`config.mk`:
```
export PLATFORM = sky130hd
export DESIGN_NAME = cbus_io_target
export DESIGN_NICKNAME = d
export VERILOG_FILES = /design/src/rtl/cbus_pkg.sv /design/src/rtl/cbus_sync_fifo.sv /design/src/rtl/cbus_io_target.sv
export SDC_FILE = /design/constraint.sdc
export NUM_CORES = 1
export LEC_CHECK = 0
export BUFFER_PORTS_ARGS = -buffer_cell sky130_fd_sc_hd__buf_2
export CAP_MARGIN = 30
export CORE_ASPECT_RATIO = 0.6
export CORE_UTILIZATION = 30
export CTS_CLUSTER_SIZE = 8
export DETAILED_ROUTE_END_ITERATION = 12
export SLEW_MARGIN = 20
export SYNTH_ARGS = -nofsm -noshare
export SYNTH_HDL_FRONTEND = slang
export SYNTH_SLANG_ARGS = --single-unit
```
`constraint.sdc`:
```
create_clock -name clk -period 2.1 [get_ports clk]
set_input_delay 0 -clock clk [delete_from_list [all_inputs] [get_ports clk]]
set_output_delay 0 -clock clk [all_outputs]
set_load 0.02 [all_outputs]
```
`src/rtl/cbus_pkg.sv`:
```
// Shared constants for the C-bus I/O target: register indices, STATUS bit positions, FSM states.
package cbus_pkg;
  localparam logic [1:0] REG_DATA    = 2'd0;
  localparam logic [1:0] REG_STATUS  = 2'd1;
  localparam logic [1:0] REG_IRQMASK = 2'd2;
  localparam logic [1:0] REG_SCRATCH = 2'd3;

  localparam int ST_RX_NE   = 0;
  localparam int ST_TX_FULL = 1;
  localparam int ST_TX_OVF  = 2;
  localparam int ST_RX_UNF  = 3;
  localparam int ST_IRQ     = 4;

  typedef enum logic [1:0] {S_IDLE, S_WAIT, S_ACTIVE} state_e;
endpackage

```
`src/rtl/cbus_sync_fifo.sv`:
```
// Byte FIFO with valid/ready on both sides; a push into a full FIFO is accepted when a pop frees the slot.
module cbus_sync_fifo #(
  parameter int DEPTH = 4,
  parameter int W     = 8
) (
  input  logic         clk,
  input  logic         rst_n,
  input  logic [W-1:0] in_data,
  input  logic         in_valid,
  output logic         in_ready,
  output logic [W-1:0] out_data,
  output logic         out_valid,
  input  logic         out_ready,
  output logic         empty,
  output logic         full
);
  localparam int AW = $clog2(DEPTH);

  logic [AW:0]  wr_ptr, rd_ptr;
  logic [W-1:0] mem [DEPTH];
  logic         push, pop;

  assign empty     = (wr_ptr == rd_ptr);
  assign full      = (wr_ptr[AW] != rd_ptr[AW]) && (wr_ptr[AW-1:0] == rd_ptr[AW-1:0]);
  assign out_valid = !empty;
  assign out_data  = mem[rd_ptr[AW-1:0]];
  assign pop       = out_valid && out_ready;
  assign in_ready  = !full || out_ready;
  assign push      = in_valid && in_ready;

  always_ff @(posedge clk or negedge rst_n) begin
    if (!rst_n) begin
      wr_ptr <= '0;
      rd_ptr <= '0;
    end else begin
      if (push) wr_ptr <= wr_ptr + 1'b1;
      if (pop)  rd_ptr <= rd_ptr + 1'b1;
    end
  end

  always_ff @(posedge clk) begin
    if (push) mem[wr_ptr[AW-1:0]] <= in_data;
  end
endmodule

```
`src/rtl/cbus_io_target.sv`:
```
// C-bus I/O responder: decodes strobed I/O cycles, holds IORDY for WAIT_CYC clocks, bridges to byte FIFOs.
// Optional macro CBUS_TGT_IRQ_EN enables the IRQMASK register and ir_o.
module cbus_io_target
  import cbus_pkg::*;
#(
  parameter logic [15:0] BASE_ADDR   = 16'h00D0,
  parameter int          WAIT_CYC    = 4,
  parameter int          FIFO_DEPTH  = 4,
  parameter int          SYNC_STAGES = 2
) (
  input  logic        clk,
  input  logic        sysrst_n,
  input  logic [23:0] ab_i,
  input  logic [15:0] db_i,
  output logic [7:0]  db_o,
  output logic        db_oe,
  input  logic        ior0_i,
  input  logic        iow0_i,
  output logic        iordy_o,
  output logic        iordy_oe,
  output logic        ir_o,
  output logic [7:0]  tx_data,
  output logic        tx_valid,
  input  logic        tx_ready,
  input  logic [7:0]  rx_data,
  input  logic        rx_valid,
  output logic        rx_ready
);
  localparam int CW = $clog2(WAIT_CYC + 1);

  state_e                 state_q, state_d;
  logic [SYNC_STAGES-1:0] ior_sync, iow_sync;
  logic                   ior_s, iow_s, ior_d, iow_d;
  logic                   start_rd, start_wr, hit, end_cyc, rd_end;
  logic [1:0]             idx_q;
  logic                   is_rd;
  logic [CW-1:0]          cnt;
  logic [7:0]             rd_q, wr_q, rd_mux, scratch, status;
  logic                   apply, tx_push, tx_in_rdy, tx_empty, tx_full;
  logic [7:0]             rx_head;
  logic                   rx_ne, rx_pop, rx_empty, rx_full;
  logic                   tx_ovf, rx_unf;
  logic [1:0]             irq_mask;

  // Strobes idle high, so the synchronizers reset to 1 to avoid a false falling edge.
  always_ff @(posedge clk or negedge sysrst_n) begin
    if (!sysrst_n) begin
      ior_sync <= '1;
      iow_sync <= '1;
      ior_d    <= 1'b1;
      iow_d    <= 1'b1;
    end else begin
      ior_sync <= {ior_sync[SYNC_STAGES-2:0], ior0_i};
      iow_sync <= {iow_sync[SYNC_STAGES-2:0], iow0_i};
      ior_d    <= ior_s;
      iow_d    <= iow_s;
    end
  end

  assign ior_s    = ior_sync[SYNC_STAGES-1];
  assign iow_s    = iow_sync[SYNC_STAGES-1];
  // A falling strobe only starts a cycle while the other strobe is high.
  assign start_rd = ior_d && !ior_s && iow_s;
  assign start_wr = iow_d && !iow_s && ior_s;
  assign hit      = (ab_i[15:3] == BASE_ADDR[15:3]) && (ab_i[0] == BASE_ADDR[0]);
  assign end_cyc  = is_rd ? ior_s : iow_s;
  assign rd_end   = (state_q == S_ACTIVE) && end_cyc && is_rd;

  always_ff @(posedge clk or negedge sysrst_n) begin
    if (!sysrst_n) state_q <= S_IDLE;
    else           state_q <= state_d;
  end

  always_comb begin
    state_d = state_q;
    case (state_q)
      S_IDLE:   if ((start_rd || start_wr) && hit) state_d = S_WAIT;
      S_WAIT:   if (cnt == '0) state_d = S_ACTIVE;
      S_ACTIVE: if (end_cyc) state_d = S_IDLE;
      default:  state_d = S_IDLE;
    endcase
  end

  assign iordy_o  = 1'b0;
  assign iordy_oe = (state_q == S_WAIT);
  assign db_oe    = is_rd && (state_q != S_IDLE);
  assign db_o     = db_oe ? rd_q : 8'h00;

  assign status = {3'b000, ir_o, rx_unf, tx_ovf, tx_full, rx_ne};

  always_comb begin
    rd_mux = 8'h00;
    case (ab_i[2:1])
      REG_DATA:    rd_mux = rx_ne ? rx_head : 8'h00;
      REG_STATUS:  rd_mux = status;
      REG_IRQMASK: rd_mux = {6'b0, irq_mask};
      REG_SCRATCH: rd_mux = scratch;
      default:     rd_mux = 8'h00;
    endcase
  end

  assign tx_push = apply && (idx_q == REG_DATA);
  assign rx_pop  = rd_end && (idx_q == REG_DATA) && rx_ne;

  always_ff @(posedge clk or negedge sysrst_n) begin
    if (!sysrst_n) begin
      idx_q   <= '0;
      is_rd   <= 1'b0;
      cnt     <= '0;
      rd_q    <= '0;
      wr_q    <= '0;
      apply   <= 1'b0;
      scratch <= '0;
      tx_ovf  <= 1'b0;
      rx_unf  <= 1'b0;
    end else begin
      apply <= (state_q == S_WAIT) && (cnt == '0) && !is_rd;
      if ((state_q == S_IDLE) && (start_rd || start_wr) && hit) begin
        idx_q <= ab_i[2:1];
        is_rd <= start_rd;
        cnt   <= CW'(WAIT_CYC - 1);
        rd_q  <= rd_mux;
      end else if ((state_q == S_WAIT) && (cnt != '0)) begin
        cnt <= cnt - 1'b1;
      end
      if ((state_q == S_WAIT) && (cnt == '0) && !is_rd) wr_q <= db_i[7:0];
      if (apply && (idx_q == REG_SCRATCH)) scratch <= wr_q;
      if (tx_push && !tx_in_rdy) tx_ovf <= 1'b1;
      if (rd_end && (idx_q == REG_DATA) && !rx_ne) rx_unf <= 1'b1;
      // Reading STATUS clears the sticky error flags once the host has seen them.
      if (rd_end && (idx_q == REG_STATUS)) begin
        tx_ovf <= 1'b0;
        rx_unf <= 1'b0;
      end
    end
  end

`ifdef CBUS_TGT_IRQ_EN
  logic ir_q;
  always_ff @(posedge clk or negedge sysrst_n) begin
    if (!sysrst_n) begin
      irq_mask <= '0;
      ir_q     <= 1'b0;
    end else begin
      if (apply && (idx_q == REG_IRQMASK)) irq_mask <= wr_q[1:0];
      ir_q <= |(irq_mask & {tx_empty, rx_ne});
    end
  end
  assign ir_o = ir_q;
`else
  assign irq_mask = 2'b00;
  assign ir_o     = 1'b0;
`endif

  cbus_sync_fifo #(.DEPTH(FIFO_DEPTH), .W(8)) u_tx (
    .clk(clk), .rst_n(sysrst_n),
    .in_data(wr_q), .in_valid(tx_push), .in_ready(tx_in_rdy),
    .out_data(tx_data), .out_valid(tx_valid), .out_ready(tx_ready),
    .empty(tx_empty), .full(tx_full)
  );

  cbus_sync_fifo #(.DEPTH(FIFO_DEPTH), .W(8)) u_rx (
    .clk(clk), .rst_n(sysrst_n),
    .in_data(rx_data), .in_valid(rx_valid), .in_ready(rx_ready),
    .out_data(rx_head), .out_valid(rx_ne), .out_ready(rx_pop),
    .empty(rx_empty), .full(rx_full)
  );

  logic unused_ok;
  assign unused_ok = ^{ab_i[23:16], db_i[15:8], tx_empty, rx_empty, rx_full};
endmodule

```
### After elaboration in Yosys (flattened, before gate mapping)

Memory sizes are Yosys's and may differ from the RTL's.
Cells that the tools add are included.

* equal/unequal tests: 17
* $lt $le $gt $ge: 0
* divide/modulo/power cells: 0
* bitwise operators: 1
* reduce and logical (&&, ||, !) cells: 48
* add/sub/neg operators: 5
* muxes and demuxes: 18
* multipliers: 0
* shifts and indexed selects: 0

Operator list (number)
* 8-bit case mux with 4 select lines: 1
* 1-bit logical AND: 27
* 8-bit 2-to-1 mux: 2
* 13-bit by 5-bit == test with 1-bit output, second input constant: 1
* 3-bit by 1-bit adder with 3-bit output, second input constant: 4
* 1-bit 2-to-1 mux: 9
* 2-bit == test, second input constant: 4
* 1-bit logical NOT: 8
* 2-bit nonzero test: 4
* 2-bit by 1-bit == test with 1-bit output, second input constant: 3
* 3-bit == test: 2
* 2-bit logical NOT: 3
* 2-bit 2-to-1 mux: 3
* 3-bit 2-to-1 mux: 2
* 2-bit case mux with 3 select lines: 1
* 2-bit == test: 2
* 2-bit inequality test, second input constant: 2
* 3-bit logical NOT: 1
* 1-bit logical OR: 3
* 3-bit AND reduction: 1
* 3-bit nonzero test: 1
* 3-bit by 1-bit subtractor with 3-bit output, second input constant: 1
* 1-bit inequality test: 2
* 2-bit by 1-bit inequality test with 1-bit output, second input constant: 1
* 1-bit inverter: 1

* bits in registers: 53
* ROM bits: 0
* RAM bits: 64
* memories kept: 2
* bits of input ports: 54
* word-level logic and storage cells: 109
* output and inout port bits: 22
* bits in latches: 0

Memory list
* u_rx.mem: words 4, bits a word 8, rd ports 1, clocked after Yosys merged registers in 0, wr ports 1, line cbus_sync_fifo.sv:20 `logic [W-1:0] mem [DEPTH];`
* u_tx.mem: words 4, bits a word 8, rd ports 1, clocked after Yosys merged registers in 0, wr ports 1, line cbus_sync_fifo.sv:20

### Depth between registers and ports, before layout

Gate-level depths: netlist of the first run.

* word-level depth: 9
* gate-level depth with buffers: 6
* depth with buffers taken out: 6

### Hierarchy

From an unflattened synthesis of the first run, not the netlist that was laid out.

* cells, all modules: 308
* area total of the unflattened synthesis: 5121.2 µm²

Modules (own cells, without submodules)
* cbus_sync_fifo: instances 2, cells an instance 81, area an instance 1641.6 µm², seq. area each 1111.1 µm²
* cbus_io_target: instances 1, cells an instance 146, area an instance 1838.0 µm², seq. area each 1033.5 µm²

### Worst setup path before layout of the first run

Ideal clock, no wire load.

* path kind: reg-to-reg
* from: register u_rx.rd_ptr[1]
* to: memory u_rx.mem[0][0], enable pin
* buffers on the path: 1
* slack: 117 ps
* stages on the path, launching flop included: 6
* library setup time: 278 ps
* arrival time: 1706 ps
* data required time: 1822 ps
* clock period less this slack: 1983 ps
* cells stage by stage: dfrtp_1 > buf_6 > xor2_1 > or3b_1 > or2_1 > and3_1

* cells in the longest elaborated chain, start to end: 7
* elaborated cells on any way between the ends: 10
* classes of those cells: eq/ne: 2; mux: 2; reduce/logical: 6

Ends and longest elaborated chain
* from (decl): line cbus_sync_fifo.sv:19 `logic [AW:0] wr_ptr, rd_ptr;`
* from (signal assigned): line cbus_sync_fifo.sv:37 `if (pop) rd_ptr <= rd_ptr + 1'b1;`
* 3-bit == test or 2-bit == test (tied branches): line cbus_sync_fifo.sv:23, cbus_sync_fifo.sv:24
* 1-bit logical NOT or 1-bit logical AND (tied branches): line cbus_sync_fifo.sv:25, cbus_sync_fifo.sv:24
* 1-bit logical AND or 1-bit logical NOT (tied branches): line cbus_io_target.sv:103, cbus_sync_fifo.sv:28
* 1-bit logical OR *: line cbus_sync_fifo.sv:28 `assign in_ready = !full || out_ready;`
* named net rx_ready: line cbus_io_target.sv:27 `output logic rx_ready`
* 1-bit logical AND *: line cbus_sync_fifo.sv:29 `assign push = in_valid && in_ready;`
* 1-bit 2-to-1 mux *: line cbus_sync_fifo.sv:42 `if (push) mem[wr_ptr[AW-1:0]] <= in_data;`
* 1-bit 2-to-1 mux (implied by the code) *: line cbus_sync_fifo.sv:42
* to (decl): line cbus_sync_fifo.sv:20

Mark *: on every way through the listed nets, which the timed path passes. The rest lies on a longest branch.

### Worst setup path after layout of the first run

* from: register u_rx.rd_ptr[2]
* to: memory u_rx.mem[0][4], enable pin

* cells in the longest elaborated chain, start to end: 7
* elaborated cells on any way between the ends: 10
* classes of those cells: eq/ne: 2; mux: 2; reduce/logical: 6

Ends and longest elaborated chain (line)
* 3-bit == test or 1-bit inequality test (tied branches): cbus_sync_fifo.sv:23, cbus_sync_fifo.sv:24
* 1-bit logical NOT or 1-bit logical AND (tied branches): cbus_sync_fifo.sv:25, cbus_sync_fifo.sv:24
* 1-bit logical AND or 1-bit logical NOT (tied branches): cbus_io_target.sv:103, cbus_sync_fifo.sv:28
* 1-bit logical OR *: cbus_sync_fifo.sv:28
* 1-bit logical AND *: cbus_sync_fifo.sv:29
* 1-bit 2-to-1 mux *: cbus_sync_fifo.sv:42
* 1-bit 2-to-1 mux (implied by the code) *: cbus_sync_fifo.sv:42

Mark *: on every way between the ends. The rest lies on a longest branch, timed or not.

==> metrics.yaml, run 1 <==
mostFrequentLayoutCells: "64 x edfxtp_1, 57 x buf_2, 47 x dfrtp_1"
cts_max_path_buffers: 2
max_cap_violations: 0
ys.warnings.count: 0
fp.dieW_um: 167
finalHoldViolations: 0
final.setup.tns_ps: 0
worstPathArrival_ps: 2160
antenna_found_initial: 0
ctsHtreeMaxLevel: 4
p_leak_nw: 2.64
post-route-util_pct: 40.7
rsz0062_at_grt: "false"
drc: 0
die_h_um: 101
ys_seq_elements: 117
detail_route.wl_per_cell_um: 16.4
synth-seq-area-share_pct: 66.3
core_area_mm2: 0.0157
grt_first_pass_wirelength_um: 16400
drt_iter0_drc: 147
p_int_mw: 5.08
cts_resized: 0
fin_crit_ps: 2000
clkSlewWorstSetupHoldPaths_ps: 50
syn_avg_cell_area_um2: 16.8
ant_nets: 0
synth-main-ff-cell: "edfxtp_1"
power.share.combinational_pct: 18.1
synth.largest_area_cell: "edfxtp_1"
switching_power_mw: 1.76
root_buffer: "clkbuf_16"
pin_count: 76
hp-class: "in2async"
r2r_cells: 5
status: "finished clean"
crit_path_end_kind: "flip-flop"
max_freq_ghz: 0.501
n_fill_cell: 1431
syn-instance-count: 293
seqPwrFrac_pct: 40.6
ff2ff_setup_slack_ps: 100
place_area_mm2: 0.00555
final_common_cell: "edfxtp_1"
slew_headroom_pct: 55.3
worst_setup_path_start_kind: "flip-flop"
async_flop_share_pct: 45.3
worst-path-max-fanout: 8
r2r_start: "u_rx.rd_ptr[2]$_DFFE_PN0P_"
clock_skew_ps: 12.9
clkPwrFrac_pct: 41.3
syn-cell-area_mm2: 0.00491
yosysTopAreaCellShare_pct: 39.2
routed_wl_um: 10100
synth_cell_types: 51
numPortBuffers: 57
grt_max_degree: 29
grt_usage_pct: 13.1
synthToLayoutAreaGrowth_pct: 30.0
num_rows: 35
vias: 2838
diodes: 0
critical_path_class: "reg2reg"
place_congestion: 0.734
critPathBufInv: 1
cts_tree: "built"
dp_hpwl_um: 7080
required_ps: 2270
worst_r2r_endpoint: "u_rx.mem[0][4]$_DFFE_PP_"
synthTopCellsByArea: "edfxtp_1 39%, dfrtp_1 24%, mux2_2 5.7%, mux4_1 4.3%, mux4_2 3.7%"
cp_top_family: "simple AND/OR/NAND/NOR gates"
start_util_pct: 31.3
clk_latency_ps: 410
power_density_mw_per_mm2: 1070
critPathMaxStageDelay_ps: 430
ir_drop_v: 0.000622
grt_overflow: 0
final_area_mm2: 0.00638
cts.sinks: 117
worst_pin_slew_ps: 670
slew_viol_final: 0
cp_slowest_cell: "or3b_1"
fin_crit_sh_pct: 95.0
setup_viol: 0
cp_cell_sequence: "xor2_1 > or3b_1 > or2_1 > and3_1 > buf_12"
viasPerCell: 4.60
drive_above_1_share_pct: 35.0
fin_nets: 467
power_mw: 6.84
cts_buffers: 17
p_sw_share_pct: 25.7
dieArea_mm2: 0.0169
synth_edf_count: 64
grt_pass1_vias: 2986
drt_first_pass_iters: 4
==> cells in the mapped netlist, types with 6 or more instances <==
| cell | instances |
|---|---|
| edfxtp_1 | 64 |
| dfrtp_1 | 47 |
| mux2_2 | 25 |
| ha_1 | 12 |
| inv_1 | 12 |
| and2_1 | 10 |
| xnor2_1 | 10 |
| and3_1 | 8 |
| mux4_1 | 8 |
| mux4_2 | 8 |
| o21ai_0 | 8 |
| dfstp_2 | 6 |
| xor2_1 | 6 |
==> worst max-delay path by stage <==
stage	start	to	slack, ps	depth (start not counted)
after global routing	u_rx.rd_ptr[2]$_DFFE_PN0P_	u_rx.mem[0][4]$_DFFE_PP_	30	5
final	u_rx.rd_ptr[2]$_DFFE_PN0P_	u_rx.mem[0][4]$_DFFE_PP_	100	5
after floorplan	u_rx.rd_ptr[1]$_DFFE_PN0P_	u_rx.mem[0][0]$_DFFE_PP_	120	5
after CTS	u_rx.rd_ptr[2]$_DFFE_PN0P_	u_rx.mem[0][4]$_DFFE_PP_	100	5
after global placement	u_rx.rd_ptr[2]$_DFFE_PN0P_	u_rx.mem[3][5]$_DFFE_PP_	150	4
after detailed placement	u_rx.wr_ptr[0]$_DFFE_PN0N_	u_rx.mem[0][6]$_DFFE_PP_	150	5
==> registers in the layout, indices dropped and copies added (netlist names), 8 cells and up <==
name / cells
u_tx.mem: 32
wr_q: 8
rd_q: 8
scratch: 8
u_rx.mem: 32
==> metal layers <==
layer / global-route usage (%) / wire length, µm / vias to the layer above / share of wire [%]
li1: - / - / 1337 / -
met2: 19.1 / 4410 / 61 / 44
met3: 3.89 / 407 / 12 / 4.0
met5: 0 / 0 / - / 0
met1: 18.6 / 5210 / 1428 / 51
met4: 4.45 / 102 / 0 / 1.0
==> power by group through the flow <==
| stage | combinational, mW | clock, mW | sequential (mW) |
|---|---|---|---|
| after detailed placement | 1.22 | 0 | 2.82 |
| after global placement | 1.20 | 0 | 2.81 |
| after global routing | 1.36 | 3.00 | 2.80 |
| after CTS | 1.26 | 2.89 | 2.78 |
| after floorplan | 0.784 | 0 | 2.78 |
| final | 1.24 | 2.82 | 2.78 |
==> per-stage QoR <==
stage	setup slack, ps	hold WS, ps	std cells
2_1_floorplan	117	-296	294
5_1_grt	34.2	243	617
6_report	104	188	617
4_1_cts	105	199	617
3_5_place_dp	146	70.8	560
3_3_place_gp	149	67.2	560
==> cell families after synthesis <==
logic type / share of synthesized area (%)
muxes: 15.1
DFF: 66.3
AOI/OAI and AO/OA: 3.80
other: 0.0764
and+or+nand+nor: 6.60
adders and majority gates: 3.06
buffers and inverters: 2.14
xor gates and xnor gates: 2.85
==> repair_timing <==
item,4_1_cts,5_1_grt
hold buffers,25,0
endpoints found under the hold margin,71,0
setup buffers,0,0
==> layout make-up <==
class                           count  area [µm²]  area share (%)
Clock buffer                       20         437            6.84
Clock inverter                     12         139            2.18
Inverter                           12        45.0           0.706
Multi-Input combinational cell    156        1550            24.3
Sequential cell                   117        3260            51.0
Tap cell                          203         254            3.98
Timing Repair Buffer               97         698            10.9
Note: power is estimated with default switching activity, not from simulation.
==> run 2, diff against run 1 <==
Settings changed: GPL_TIMING_DRIVEN set to 0.
==> run 2 against run 1 <==
  * Routed wire length decreased by 2.8%
  * Global-route usage decreased by 0.58 points
  * Utilization decreased by 0.26 points
  * Power increased by 1.0%
  * Sequential cell count unchanged
  * Critical path depth unchanged
  * Clock skew increased by 1.3 ps
  * Register-to-register slack got worse by 40 ps
  * Critical path type unchanged
  * Largest cell class unchanged
==> metrics.yaml, run 2 (synthesized netlist as in run 1, its figures left out) <==
core_area_mm2: 0.0157  # unchanged
grt_first_pass_wirelength_um: 15600  # was 16400 µm
hp-class: "in2reg"  # was in2async
synthToLayoutAreaGrowth_pct: 29.2  # was 30.0%
cts.sinks: 117  # unchanged
drc: 0  # unchanged
worst-path-max-fanout: 10  # was 8
start_util_pct: 31.3  # unchanged
max_cap_violations: 0  # unchanged
clkPwrFrac_pct: 43.4  # was 41.3%
dp_hpwl_um: 6780  # was 7080 µm
root_buffer: "clkbuf_16"  # unchanged
detail_route.wl_per_cell_um: 16.1  # was 16.4 µm
final.setup.tns_ps: 0  # unchanged
p_leak_nw: 2.60  # was 2.64 nW
routed_wl_um: 9850  # was 10100 µm
critical_path_class: "reg2reg"  # unchanged
cts_buffers: 17  # unchanged
drt_first_pass_iters: 5  # was 4
fin_cells: 611  # was 617
mostFrequentLayoutCells: "64 x edfxtp_1, 59 x buf_2, 47 x dfrtp_1"  # was 64 x edfxtp_1, 57 x buf_2, 47 x dfrtp_1
final_area_mm2: 0.00634  # was 0.00638 mm²
critPathMaxStageDelay_ps: 440  # was 430 ps
dieArea_mm2: 0.0169  # unchanged
rsz0062_at_grt: "true"  # was false
max_freq_ghz: 0.492  # was 0.501 GHz
fin_nets: 461  # was 467
place_area_mm2: 0.00545  # was 0.00555 mm²
grt_pass1_vias: 2946  # was 2986
clk_latency_ps: 410  # about the same
power_density_mw_per_mm2: 1090  # was 1070 mW/mm²
pin_count: 76  # unchanged
grt_overflow: 0  # unchanged
clock_skew_ps: 14.2  # was 12.9 ps
cts_max_path_buffers: 2  # unchanged
post-place-ws_ps: -170  # was 146 ps
final_common_cell: "edfxtp_1"  # unchanged
postCtsSetupBuffers: 0  # unchanged
grt_usage_pct: 12.5  # was 13.1%
multi_input_area_mm2: 0.00158  # was 0.00155 mm²
cts_tree: "built"  # unchanged
ant_nets: 0  # unchanged
worst_pin_slew_ps: 707  # was 670 ps
antenna_found_initial: 0  # unchanged
setup_viol: 0  # unchanged
fin_crit_sh_pct: 96.8  # was 95.0%
num_rows: 35  # unchanged
clkSlewWorstSetupHoldPaths_ps: 50  # about the same
place_congestion: 0.691  # was 0.734
switching_power_mw: 1.75  # was 1.76 mW
power.share.combinational_pct: 16.5  # was 18.1%
worst_setup_path_start_kind: "flip-flop"  # unchanged
cp_slowest_cell: "or3b_1"  # unchanged
slew_viol_final: 0  # unchanged
p_int_mw: 5.16  # was 5.08 mW
worstPathArrival_ps: 2170  # was 2160 ps
fin_crit_ps: 2030  # was 2000 ps
ir_drop_v: 0.000505  # was 0.000622 V
drive_above_1_share_pct: 35.8  # was 35.0%
grt_max_degree: 54  # was 29
diodes: 0  # unchanged
seqPwrFrac_pct: 40.1  # was 40.6%
p_sw_share_pct: 25.3  # was 25.7%
vias: 2811  # was 2838
finalHoldViolations: 0  # unchanged
fin_ws_ps: 66.3  # was 104 ps
required_ps: 2240  # was 2270 ps
cp_cell_sequence: "buf_6 > xor2_1 > or3b_1 > or2_1 > and3_2"  # was xor2_1 > or3b_1 > or2_1 > and3_1 > buf_12
slew_headroom_pct: 52.9  # was 55.3%
seq_area_mm2: 0.00326  # unchanged
n_fill_cell: 1436  # was 1431
dpl.cell_count: 554  # was 560
drt_iter0_drc: 149  # was 147
numPortBuffers: 57  # unchanged
status: "finished clean"  # unchanged
fp.dieW_um: 167  # unchanged
crit_path_end_kind: "flip-flop"  # unchanged
viasPerCell: 4.60  # about the same
ctsHtreeMaxLevel: 4  # unchanged
die_h_um: 101  # unchanged
## run 2: power groups by stage
stage | logic, mW | registers [mW] | clock network, mW
detailed placement | 1.13 | 2.81 | 0
floorplan | 0.784 | 2.78 | 0
global route | 1.26 | 2.79 | 3.14
finish | 1.14 | 2.77 | 3.00
global placement | 1.10 | 2.80 | 0
CTS | 1.17 | 2.77 | 3.03
## run 2: metrics by stage
step           utilization, %  power [mW]  hold WS, ps
4_1_cts                  40.4        6.97          157
5_1_grt                  40.4        7.19          170
6_report                 40.4        6.91          138
3_3_place_gp             34.8        3.90          111
2_1_floorplan               -        3.56         -296
3_5_place_dp             34.8        3.94          101
## run 2: worst max-delay path: cells and delay by family, from the launching register on
kind | cells | cell delay (ps)
buffers and inverters | 1 | 150
XOR/XNOR | 1 | 190
flip-flops | 1 | 390
AND/OR/NAND/NOR | 3 | 1030
## run 2: final timing paths
kind,start,end,slack (ps),cells after the start
worst min register to register,iow_sync[0]$_DFF_PN1_,iow_sync[1]$_DFF_PN1_,350,0
worst min-delay path,ab_i[12],rd_q[7]$_DFFE_PN0P_,140,5
min in group asynchronous,sysrst_n,cnt[2]$_DFFE_PN0P_,190,2
worst max register to register,u_rx.rd_ptr[1]$_DFFE_PN0P_,u_rx.mem[0][7]$_DFFE_PP_,70,5
worst max-delay path,u_rx.rd_ptr[1]$_DFFE_PN0P_,u_rx.mem[0][7]$_DFFE_PP_,70,5
max in group asynchronous,sysrst_n,scratch[5]$_DFFE_PN0P_,1420,2
## run 2: layer usage
layer | global-route usage, % | up-vias | wire length [µm]
li1 | - | 1324 | -
met1 | 17.7 | 1412 | 5120
met2 | 18.3 | 61 | 4240
met3 | 3.77 | 14 | 386
met4 | 4.45 | 0 | 99
met5 | 0 | - | 0
## run 2: layout make-up
type | instances | area share [%]
Clock inverter | 10 | 2.47
Tap cell | 203 | 4.01
Buffer | 9 | 0.947
Multi-Input combinational cell | 156 | 24.9
Sequential cell | 117 | 51.4
Clock buffer | 22 | 7.16
Timing Repair Buffer | 82 | 8.49
Inverter | 12 | 0.710
## run 2: what timing repair did
action	CTS	global route
gates resized for setup	4	5
setup endpoints to repair	32	43
pin swaps	0	0
hold endpoints to repair	97	0
hold buffers	25	0
==> run 3, diff against run 2 <==
Settings changed: PLACE_DENSITY set to 0.58.
==> run 3 against run 2 <==
  * Worst hold slack gained 2.8 ps
  * Setup slack gained 25 ps
  * Critical path depth is the same
  * Critical path type is now reg2out
  * Critical endpoint is now rx_ready
  * Largest power group unchanged
==> metrics.yaml, run 3 (synthesized netlist as in run 1, its figures left out) <==
p_leak_nw: 2.60  # about the same
fin_crit_sh_pct: 95.6  # was 96.8%
mostFrequentLayoutCells: "64 x edfxtp_1, 59 x buf_2, 47 x dfrtp_1"  # unchanged
clk_latency_ps: 410  # about the same
worst_pin_slew_ps: 696  # was 707 ps
ctsHtreeMaxLevel: 4  # unchanged
critPathMaxStageDelay_ps: 440  # about the same
clkSlewWorstSetupHoldPaths_ps: 50  # about the same
setup_viol: 0  # unchanged
cp_slowest_cell: "or3b_4"  # was or3b_1
drt_first_pass_iters: 4  # was 5
final_common_cell: "edfxtp_1"  # unchanged
core_area_mm2: 0.0157  # unchanged
post-place-ws_ps: -174  # was -170 ps
dieArea_mm2: 0.0169  # unchanged
num_rows: 35  # unchanged
worst_setup_path_start_kind: "flip-flop"  # unchanged
numPortBuffers: 57  # unchanged
timing.hold.ws_ps: 141  # was 138 ps
multi_input_area_mm2: 0.00159  # was 0.00158 mm²
post-route-util_pct: 40.7  # was 40.4%
r2r_cells: 5  # unchanged
fin_nets: 463  # was 461
ant_nets: 0  # unchanged
grt_first_pass_wirelength_um: 16600  # was 15600 µm
drive_above_1_share_pct: 37.3  # was 35.8%
grt_max_degree: 54  # unchanged
status: "finished clean"  # unchanged
critPathBufInv: 2  # was 1
n_fill_cell: 1428  # was 1436
detail_route.wl_per_cell_um: 16.8  # was 16.1 µm
cts_max_path_buffers: 2  # unchanged
diodes: 0  # unchanged
crit_path_end_kind: "output pin"  # was flip-flop
root_buffer: "clkbuf_16"  # unchanged
critical_path_class: "reg2out"  # was reg2reg
fp.dieW_um: 167  # unchanged
grt_pass1_vias: 2992  # was 2946
cp_top_family: "simple AND/OR/NAND/NOR gates"  # unchanged
min_path_cells: 5  # unchanged
viasPerCell: 4.69  # was 4.60
fin_crit_ps: 2010  # was 2030 ps
worst-path-max-fanout: 10  # unchanged
pin_count: 76  # unchanged
grt_overflow: 0  # unchanged
cts.sinks: 117  # unchanged
synthToLayoutAreaGrowth_pct: 30.0  # was 29.2%
max_cap_violations: 0  # unchanged
max_freq_ghz: 0.498  # was 0.492 GHz
cp_cell_sequence: "buf_6 > xor2_1 > or3b_4 > or2_4 > buf_2"  # was buf_6 > xor2_1 > or3b_1 > or2_1 > and3_2
cts_buffers: 17  # unchanged
cp.depth: 5  # unchanged
grt_usage_pct: 13.6  # was 12.5%
required_ps: 2100  # was 2240 ps
vias: 2872  # was 2811
place_congestion: 0.716  # was 0.691
drc: 0  # unchanged
worstPathArrival_ps: 2010  # was 2170 ps
power_mw: 6.90  # was 6.91 mW
seq_area_mm2: 0.00326  # unchanged
dp_hpwl_um: 7010  # was 6780 µm
start_util_pct: 31.3  # unchanged
slew_headroom_pct: 53.6  # was 52.9%
slew_viol_final: 0  # unchanged
routed_wl_um: 10300  # was 9850 µm
rsz0062_at_grt: "false"  # was true
ir_drop_v: 0.000443  # was 0.000505 V
clock_skew_ps: 10.4  # was 14.2 ps
hp-class: "in2reg"  # unchanged
power_density_mw_per_mm2: 1080  # was 1090 mW/mm²
finalHoldViolations: 0  # unchanged
drt_iter0_drc: 154  # was 149
fin_ws_ps: 91.5  # was 66.3 ps
antenna_found_initial: 0  # unchanged
die_h_um: 101  # unchanged
cts_tree: "built"  # unchanged
run 3: cell count changes in the layout (fill, tap and decap cells not counted), sizes merged:
cell / before / now
clkinv: 5 / 2
buf: 65 / 67
inv: 12 / 15
bufinv: 4 / 1
clkinvlp: 1 / 2
clkbuf: 23 / 25
run 3: worst paths after layout:
| check | from | endpoint | slack (ps) |
|---|---|---|---|
| max in group asynchronous | sysrst_n | u_rx.wr_ptr[2]$_DFFE_PN0N_ | 1440 |
| max | u_rx.rd_ptr[1]$_DFFE_PN0P_ | rx_ready | 90 |
| min reg2reg | iow_sync[0]$_DFF_PN1_ | iow_sync[1]$_DFF_PN1_ | 350 |
| max reg2reg | u_tx.rd_ptr[0]$_DFFE_PN0P_ | u_tx.wr_ptr[2]$_DFFE_PN0P_ | 160 |
| min | ab_i[9] | rd_q[7]$_DFFE_PN0P_ | 140 |
| min in group asynchronous | sysrst_n | state_q[1]$_DFFE_PN0P_ | 190 |
run 3: stage by stage:
step | instance area (µm²) | setup TNS [ps] | std cells
final | 6380 | 0 | 613
after global routing | 6380 | 0 | 613
after CTS | 6330 | 0 | 611
after detailed placement | 5450 | -4300 | 554
after global placement | 5450 | -2560 | 554
after floorplan | 4910 | 0 | 294
run 3: where the power goes:
part / leakage [nW] / switching (mW) / internal, mW
clock network: 0.298 / 1.02 / 1.92
registers: 1.26 / 0.112 / 2.66
logic: 1.04 / 0.678 / 0.522
total: 2.60 / 1.81 / 5.10
run 3: final cells by class:
cell class              instances  area share, %
clock buffers                  24           8.42
flip-flops and latches        117           51.0
well taps                     203           3.98
multi-input cells             156           25.0
clock inverters                 8           1.26
repair buffers                 84           8.67
inverters                      12          0.706
plain buffers                   9          0.942
run 3: worst register-to-register path, stage by stage (launching register included):
cell and delay [ps]:
dfrtp_1 380, buf_2 240, xnor2_1 300, nand4b_1 290
and3_2 420, xor2_1 180
run 3: repair_timing:
action,4_1_cts,5_1_grt
pin swaps,0,1
endpoints found under the setup margin,33,69
buffers inserted,0,2
hold buffers,25,0
endpoints found under the hold margin,97,0
resized for setup,5,11
run 3: metal layers:
metal / track usage, % / share of wire (%)
met1: 18.7 / 51
met2: 19.6 / 43
met3: 5.18 / 5.4
met4: 4.45 / 0.92
met5: 0 / 0
